`config.mk`:
```
export PLATFORM = sky130hd
export DESIGN_NAME = nn_result_reader_flat
export DESIGN_NICKNAME = d
export VERILOG_FILES = /design/src/rtl/nn_result_reader_if.sv /design/src/rtl/nn_result_reader.sv /design/src/flat_wrapper.sv
export SDC_FILE = /design/constraint.sdc
export NUM_CORES = 1
export LEC_CHECK = 0
export BUFFER_PORTS_ARGS = -buffer_cell sky130_fd_sc_hd__buf_2
export CAP_MARGIN = 10
export CORE_MARGIN = 4
export CORE_UTILIZATION = 61
export CTS_CLUSTER_SIZE = 14
export DETAILED_ROUTE_END_ITERATION = 8
export PLACE_DENSITY = 0.8
export SLEW_MARGIN = 20
export SYNTH_ARGS = -nofsm -noshare
export SYNTH_HDL_FRONTEND = slang
export SYNTH_SLANG_ARGS = --single-unit
```
`constraint.sdc`:
```
create_clock -name clk -period 2.8 [get_ports clk]
set_input_delay 0.42 -clock clk [delete_from_list [all_inputs] [get_ports clk]]
set_output_delay 0.42 -clock clk [all_outputs]
set_load 0.01 [all_outputs]
```
`src/rtl/nn_result_reader_if.sv`:
```
// nn_result_reader_if: CPU register-block and control-unit signals seen by the result reader.
// master is the reader itself; slave is the surrounding CPU/control-unit side.
interface nn_result_reader_if #(
    parameter int DW = 16
);
    logic                 start;
    logic                 ready;
    logic                 run_inference;
    logic                 busy;
    logic                 done;
    logic                 error;
    logic [7:0]           outputNodeNumber;
    logic [7:0]           result_selector;
    logic [7:0]           argmax;
    logic [7:0]           node_count;
    logic [7:0]           rd_idx;
    logic signed [DW-1:0] result;
    logic signed [DW-1:0] max_value;
    logic signed [DW-1:0] rd_data;
    modport master (
        input  start, ready, outputNodeNumber, result, rd_idx,
        output run_inference, result_selector, busy, done, error, argmax, max_value, node_count, rd_data
    );
    modport slave (
        output start, ready, outputNodeNumber, result, rd_idx,
        input  run_inference, result_selector, busy, done, error, argmax, max_value, node_count, rd_data
    );
endinterface

```
`src/rtl/nn_result_reader.sv`:
```
// nn_result_reader: launches one inference, waits for completion, then reads every output
// node into a local buffer while tracking the arg-max classification.
module nn_result_reader #(
    parameter int DW        = 16,
    parameter int MAX_NODES = 16,
    parameter int SEL_LAT   = 1,
    parameter int TIMEOUT   = 65535
) (
    input logic                clk,
    input logic                reset,
    nn_result_reader_if.master bus
);
    localparam int IW = (MAX_NODES > 1) ? $clog2(MAX_NODES) : 1;
    localparam int CW = $clog2(TIMEOUT + 1);
    typedef enum logic [2:0] {IDLE, LAUNCH, WAIT_BUSY, WAIT_DONE, READ, DONE} state_t;
    state_t               state_q, state_d;
    logic                 pending_q, pending_d;
    logic                 error_q, error_d;
    logic                 run_q, done_q, busy_q;
    logic [CW-1:0]        cnt_q, cnt_d;
    logic [1:0]           lat_q, lat_d;
    logic [7:0]           idx_q, idx_d;
    logic [7:0]           count_q, count_d;
    logic [7:0]           argmax_q, argmax_d;
    logic signed [DW-1:0] max_q, max_d;
    logic signed [DW-1:0] rd_q, rd_d;
    logic signed [DW-1:0] mem_q [MAX_NODES];
    logic signed [DW-1:0] mem_d [MAX_NODES];
    logic                 expired, capture;
    always_comb begin
        state_d   = state_q;
        pending_d = pending_q;
        error_d   = error_q;
        cnt_d     = cnt_q;
        lat_d     = lat_q;
        idx_d     = idx_q;
        count_d   = count_q;
        argmax_d  = argmax_q;
        max_d     = max_q;
        mem_d     = mem_q;
        expired   = cnt_q == CW'(TIMEOUT - 1);
        capture   = state_q == READ && lat_q == 2'(SEL_LAT);
        case (state_q)
            IDLE: begin
                if (bus.start) begin
                    pending_d = 1'b1;
                    error_d   = 1'b0;
                end
                if (pending_q && bus.ready) begin
                    pending_d = 1'b0;
                    state_d   = LAUNCH;
                end
            end
            LAUNCH: begin
                cnt_d   = '0;
                state_d = WAIT_BUSY;
            end
            WAIT_BUSY: begin
                cnt_d = cnt_q + 1'b1;
                if (!bus.ready) begin
                    cnt_d   = '0;
                    state_d = WAIT_DONE;
                end else if (expired) begin
                    error_d = 1'b1;
                    state_d = IDLE;
                end
            end
            WAIT_DONE: begin
                cnt_d = cnt_q + 1'b1;
                if (bus.ready) begin
                    count_d  = (32'(bus.outputNodeNumber) > MAX_NODES) ? 8'(MAX_NODES) : bus.outputNodeNumber;
                    idx_d    = '0;
                    lat_d    = '0;
                    argmax_d = '0;
                    max_d    = {1'b1, {(DW-1){1'b0}}};
                    state_d  = (count_d == 8'd0) ? DONE : READ;
                end else if (expired) begin
                    error_d = 1'b1;
                    state_d = IDLE;
                end
            end
            READ: begin
                lat_d = lat_q + 1'b1;
                if (capture) begin
                    lat_d                 = '0;
                    mem_d[idx_q[IW-1:0]]  = bus.result;
                    // strict compare keeps the lowest index on ties
                    if ($signed(bus.result) > max_q) begin
                        max_d    = bus.result;
                        argmax_d = idx_q;
                    end
                    if (idx_q == count_q - 8'd1) state_d = DONE;
                    else idx_d = idx_q + 8'd1;
                end
            end
            DONE:    state_d = IDLE;
            default: state_d = IDLE;
        endcase
        rd_d = (32'(bus.rd_idx) < MAX_NODES) ? mem_q[bus.rd_idx[IW-1:0]] : '0;
    end
    always_ff @(posedge clk or negedge reset) begin
        if (!reset) begin
            state_q   <= IDLE;
            pending_q <= 1'b0;
            error_q   <= 1'b0;
            run_q     <= 1'b0;
            done_q    <= 1'b0;
            busy_q    <= 1'b0;
            cnt_q     <= '0;
            lat_q     <= '0;
            idx_q     <= '0;
            count_q   <= '0;
            argmax_q  <= '0;
            max_q     <= '0;
            rd_q      <= '0;
            for (int i = 0; i < MAX_NODES; i++) mem_q[i] <= '0;
        end else begin
            state_q   <= state_d;
            pending_q <= pending_d;
            error_q   <= error_d;
            run_q     <= state_d == LAUNCH;
            done_q    <= state_d == DONE;
            busy_q    <= state_d != IDLE;
            cnt_q     <= cnt_d;
            lat_q     <= lat_d;
            idx_q     <= idx_d;
            count_q   <= count_d;
            argmax_q  <= argmax_d;
            max_q     <= max_d;
            rd_q      <= rd_d;
            mem_q     <= mem_d;
        end
    end
    assign bus.run_inference   = run_q;
    assign bus.result_selector = idx_q;
    assign bus.busy            = busy_q;
    assign bus.done            = done_q;
    assign bus.error           = error_q;
    assign bus.argmax          = argmax_q;
    assign bus.max_value       = max_q;
    assign bus.node_count      = count_q;
    assign bus.rd_data         = rd_q;
endmodule
```
`src/flat_wrapper.sv`:
```
// flat-port wrapper written by rule: the top's interface ports become plain ports
module nn_result_reader_flat 
#(
    parameter int DW        = 16,
    parameter int MAX_NODES = 16,
    parameter int SEL_LAT   = 1,
    parameter int TIMEOUT   = 65535
)
  (clk, reset, bus_start, bus_ready, bus_outputNodeNumber, bus_result, bus_rd_idx, bus_run_inference, bus_result_selector, bus_busy, bus_done, bus_error, bus_argmax, bus_max_value, bus_node_count, bus_rd_data);
  nn_result_reader_if #(.DW(DW)) bus_i ();
  input logic clk;
  input logic reset;
  input wire logic [$bits(bus_i.start)-1:0] bus_start;
  input wire logic [$bits(bus_i.ready)-1:0] bus_ready;
  input wire logic [$bits(bus_i.outputNodeNumber)-1:0] bus_outputNodeNumber;
  input wire logic [$bits(bus_i.result)-1:0] bus_result;
  input wire logic [$bits(bus_i.rd_idx)-1:0] bus_rd_idx;
  output wire logic [$bits(bus_i.run_inference)-1:0] bus_run_inference;
  output wire logic [$bits(bus_i.result_selector)-1:0] bus_result_selector;
  output wire logic [$bits(bus_i.busy)-1:0] bus_busy;
  output wire logic [$bits(bus_i.done)-1:0] bus_done;
  output wire logic [$bits(bus_i.error)-1:0] bus_error;
  output wire logic [$bits(bus_i.argmax)-1:0] bus_argmax;
  output wire logic [$bits(bus_i.max_value)-1:0] bus_max_value;
  output wire logic [$bits(bus_i.node_count)-1:0] bus_node_count;
  output wire logic [$bits(bus_i.rd_data)-1:0] bus_rd_data;
  assign bus_i.start = bus_start;
  assign bus_i.ready = bus_ready;
  assign bus_i.outputNodeNumber = bus_outputNodeNumber;
  assign bus_i.result = bus_result;
  assign bus_i.rd_idx = bus_rd_idx;
  assign bus_run_inference = bus_i.run_inference;
  assign bus_result_selector = bus_i.result_selector;
  assign bus_busy = bus_i.busy;
  assign bus_done = bus_i.done;
  assign bus_error = bus_i.error;
  assign bus_argmax = bus_i.argmax;
  assign bus_max_value = bus_i.max_value;
  assign bus_node_count = bus_i.node_count;
  assign bus_rd_data = bus_i.rd_data;
  nn_result_reader #(.DW(DW), .MAX_NODES(MAX_NODES), .SEL_LAT(SEL_LAT), .TIMEOUT(TIMEOUT)) u_core (.clk(clk), .reset(reset), .bus(bus_i));
endmodule
```
==> impl_metrics.env <==
export IMPL_dp_hpwl_mm=23.6
export IMPL_postRouteAntennaNets=0
export IMPL_fin_crit_ps=2600
export IMPL_worst_slack_ps=200
export IMPL_cp_required_ps=3220
export IMPL_cts_max_path_buffers=3
export IMPL_path_cells="inv_1 -> ha_1 -> a21oi_1 -> o21ai_0 -> a311oi_2 -> nand4b_1 -> o211ai_4 -> buf_12 -> mux2i_1"
export IMPL_dp_cells=1741
export IMPL_maxCapViolations=0
export IMPL_hold_end="u_core.bus.node_count[3]"
export IMPL_period_share=0.929
export IMPL_hold_depth=3
export IMPL_clkLatencyLatePin_ps=510
export IMPL_critical_path_top_delay_family="compound AO/OA/AOI/OAI gates"
export IMPL_worst_clock_skew_ps=13.4
export IMPL_power_density_nw_per_um2=811
export IMPL_place_ws_ps=58.7
export IMPL_r2r_cells=9
export IMPL_clkSinkCount=338
export IMPL_crit_arrival_ps=3020
export IMPL_port_buffers=95
export IMPL_finalNonFillerCells=1804
export IMPL_die_y_um=166
export IMPL_final_hold_viol_count=0
export IMPL_setup_violations=0
export IMPL_slowest_stage="a311oi_2"
export IMPL_critPathBufInv=2
export IMPL_synth_warning_count=0
export IMPL_ir_worst_vdd_uv=657
export IMPL_tightest_slew_ps=867
export IMPL_ff_latch_area_um2=8460
export IMPL_io_pins=96
export IMPL_synth_ff_latch_count=338
export IMPL_vias=11100
export IMPL_r2r_slack_ps=200
export IMPL_cp_max_fo=18
export IMPL_core_um2=24400
export IMPL_place_gp_congestion=0.857
export IMPL_grt_remaining_overflow=0
export IMPL_drc=0
export IMPL_p_leak_uw=0.00816
export IMPL_wire_per_inst_um=20.8
export IMPL_ctsRootBufferMaster="clkbuf_16"
export IMPL_avgViaCountPerCell=6.15
export IMPL_htreeDepth=2
export IMPL_grt_first_pass_wirelength_mm=62.3
export IMPL_multi_input_area_um2=6180
export IMPL_cts_clk_slew_worst_paths_ps=70
export IMPL_syn_nets=1431
export IMPL_outcome="complete, no violations"
export IMPL_final_net_count=1515
export IMPL_endpoint_kind="flip-flop"
export IMPL_syn_avg_cell_area_um2=11.1
export IMPL_wl_mm=37.6
export IMPL_postCtsSetupBuffers=0
export IMPL_critPathKind="flip-flop to flip-flop"
export IMPL_holdWs_ps=130
export IMPL_syn_to_final_growth_pct=14.1
export IMPL_r2r_end="u_core.bus.max_value[2]"
export IMPL_dpl_cell_area_um2=16100
export IMPL_start_kind="flip-flop"
export IMPL_cpPeakStageDelay_ps=450
export IMPL_die_w_um=166
export IMPL_cts_tree="yes"
export IMPL_diodes=0
export IMPL_dieArea_um2=27500
export IMPL_relSlewSlack=0.420
export IMPL_hp_start="bus_outputNodeNumber[3]"
export IMPL_core_rowCount=57
export IMPL_slew_viol_final=0
export IMPL_drt_iter0_markers=1015
export IMPL_initial_core_util=0.622
export IMPL_dr_pass1_iters=5
export IMPL_num_fill_cells=1695
export IMPL_max_freq_mhz=385
export IMPL_synth_edf_count=0
export IMPL_ys_seq_area_frac=0.557
export IMPL_grt_pass1_vias=11800
export IMPL_final_area_um2=17300
export IMPL_grtUsageTotal=0.280
export IMPL_rsz0062_at_grt="no"
export IMPL_r2r_start="u_core.bus.max_value[3]"
export IMPL_setup_tns_ps=0
export IMPL_ys_flop_type="dfrtp_1"
export IMPL_grt_max_degree=87
export IMPL_cts_buffers=36
export IMPL_async_flop_share=1.00
export IMPL_synthDistinctLibCells=51
export IMPL_drive_above_1_share=0.205
export IMPL_hold_path_class="input pin to flip-flop"
export IMPL_synth_area_um2=15200
export IMPL_antenna_found_initial=0
export IMPL_syn_instance_count=1372
[metal layers]
layer  track usage  vias up  part of all wire
met5             0        -                 0
met4         0.103        0             0.033
met3        0.0683      117             0.088
met2         0.465      463              0.50
met1         0.364     5581              0.38
li1              -     4926                 -
[what timing repair did]
item                                    in CTS  in global routing
resized for setup                            0                  1
hold endpoints to repair                    48                  0
endpoints found under the setup margin       0                 15
hold buffers                                 1                  0
[worst reg2reg max path: cells and delay by family (launching register included)]
| kind | cells | cell delay, ps |
|---|---|---|
| AND/OR/NAND/NOR | 1 | 220 |
| adder cells (fa/ha/maj) | 1 | 310 |
| AO/OA/AOI/OAI | 4 | 1090 |
| buffers and inverters | 2 | 300 |
| multiplexers | 1 | 230 |
| flip-flops | 1 | 370 |
[cells in the mapped netlist, types with 3 or more instances]
cell type,number,share of area
nand4b_1,3,0.0017
nand3_1,16,0.0053
o21ai_1,6,0.0020
o21ai_0,255,0.084
nand4_1,14,0.0058
mux2i_1,26,0.017
inv_1,47,0.012
and2_1,4,0.0016
a31oi_1,4,0.0016
mux2_2,16,0.012
xor2_1,18,0.010
buf_2,12,0.0040
dfrtp_1,338,0.56
nor3_1,12,0.0040
nor2_1,33,0.0082
and3_1,3,0.0012
nor2b_1,20,0.0082
clkbuf_1,80,0.020
mux4_2,80,0.12
ha_1,23,0.019
a21oi_1,11,0.0036
xnor2_1,8,0.0046
nand2_1,306,0.076
[final cells by class]
type	count	share of cell area
inverter	47	0.0102
tap	324	0.0234
timing repair buffer	142	0.0545
clock buffer	52	0.0602
clock inverter	10	0.00658
sequential	338	0.488
multi-input combinational	891	0.357
[logic make-up after synthesis]
kind of cell / Yosys count / share of synthesized area
AOI/OAI and AO/OA: 288 / 0.0988
muxes: 122 / 0.148
adders and majority gates: 23 / 0.0190
buffers and inverters: 143 / 0.0368
and+or+nand+nor: 431 / 0.124
xor gates and xnor gates: 27 / 0.0161
DFF: 338 / 0.557
[how the worst max path moves through the flow]
| stage | start | cells after the start | endpoint |
|---|---|---|---|
| after floorplan | bus_result[0] | 11 | u_core.bus.argmax[2] |
| after global placement | bus_result[3] | 9 | u_core.bus.max_value[13] |
| after detailed placement | bus_result[3] | 9 | u_core.bus.max_value[2] |
| after CTS | u_core.bus.max_value[3] | 9 | u_core.bus.max_value[3] |
| after global routing | u_core.bus.max_value[3] | 9 | u_core.bus.max_value[2] |
| final | u_core.bus.max_value[3] | 9 | u_core.bus.max_value[2] |
[metrics by stage]
step                 util  power (uW)
floorplan               -        8280
global placement    0.662        9170
detailed placement  0.662        9360
CTS                 0.710       14100
global route        0.710       14800
finish              0.710       14000
[sequential cells by signal, indices dropped and copies added, names as in the netlist, 2 cells and up]
| signal | count |
|---|---|
| u_core.mem_q | 256 |
| u_core.bus.max_value | 16 |
| u_core.bus.rd_data | 16 |
| u_core.cnt_q | 16 |
| u_core.bus.argmax | 8 |
| u_core.bus.node_count | 8 |
| u_core.bus.result_selector | 8 |
| u_core.state_q | 3 |
| u_core.lat_q | 2 |
[where the power goes]
part / switching, uW / internal (uW)
Combinational: 1620 / 1300
Sequential: 652 / 5790
Clock: 1910 / 2770
Total: 4180 / 9860
[cell usage in the layout (no fill, tap or decap), types with 2 or more instances in the layout]
cell type,Yosys,layout
clkinvlp_4,0,4
nand2b_1,2,2
clkbuf_16,0,37
o21ai_0,255,255
or3_1,2,2
o21ai_1,6,6
mux2i_1,26,26
nor3b_2,2,2
clkinv_2,0,3
a31oi_1,4,4
xnor2_1,8,8
buf_2,12,93
nand3_1,16,16
buf_4,2,39
nand2_1,306,306
or4_1,2,2
nor2b_1,20,20
nand4_1,14,14
mux2_2,16,16
and2_1,4,4
a21oi_1,11,11
dfrtp_1,338,338
nor3_1,12,12
o211ai_1,2,2
buf_12,0,8
and3_1,3,3
nor2_1,33,33
mux4_2,80,80
bufinv_16,0,2
clkbuf_8,0,6
xor2_1,18,18
clkbuf_1,80,9
inv_1,47,47
nand4b_1,3,3
ha_1,23,23
a2111oi_1,2,2
(Power assumes the default switching activity.)
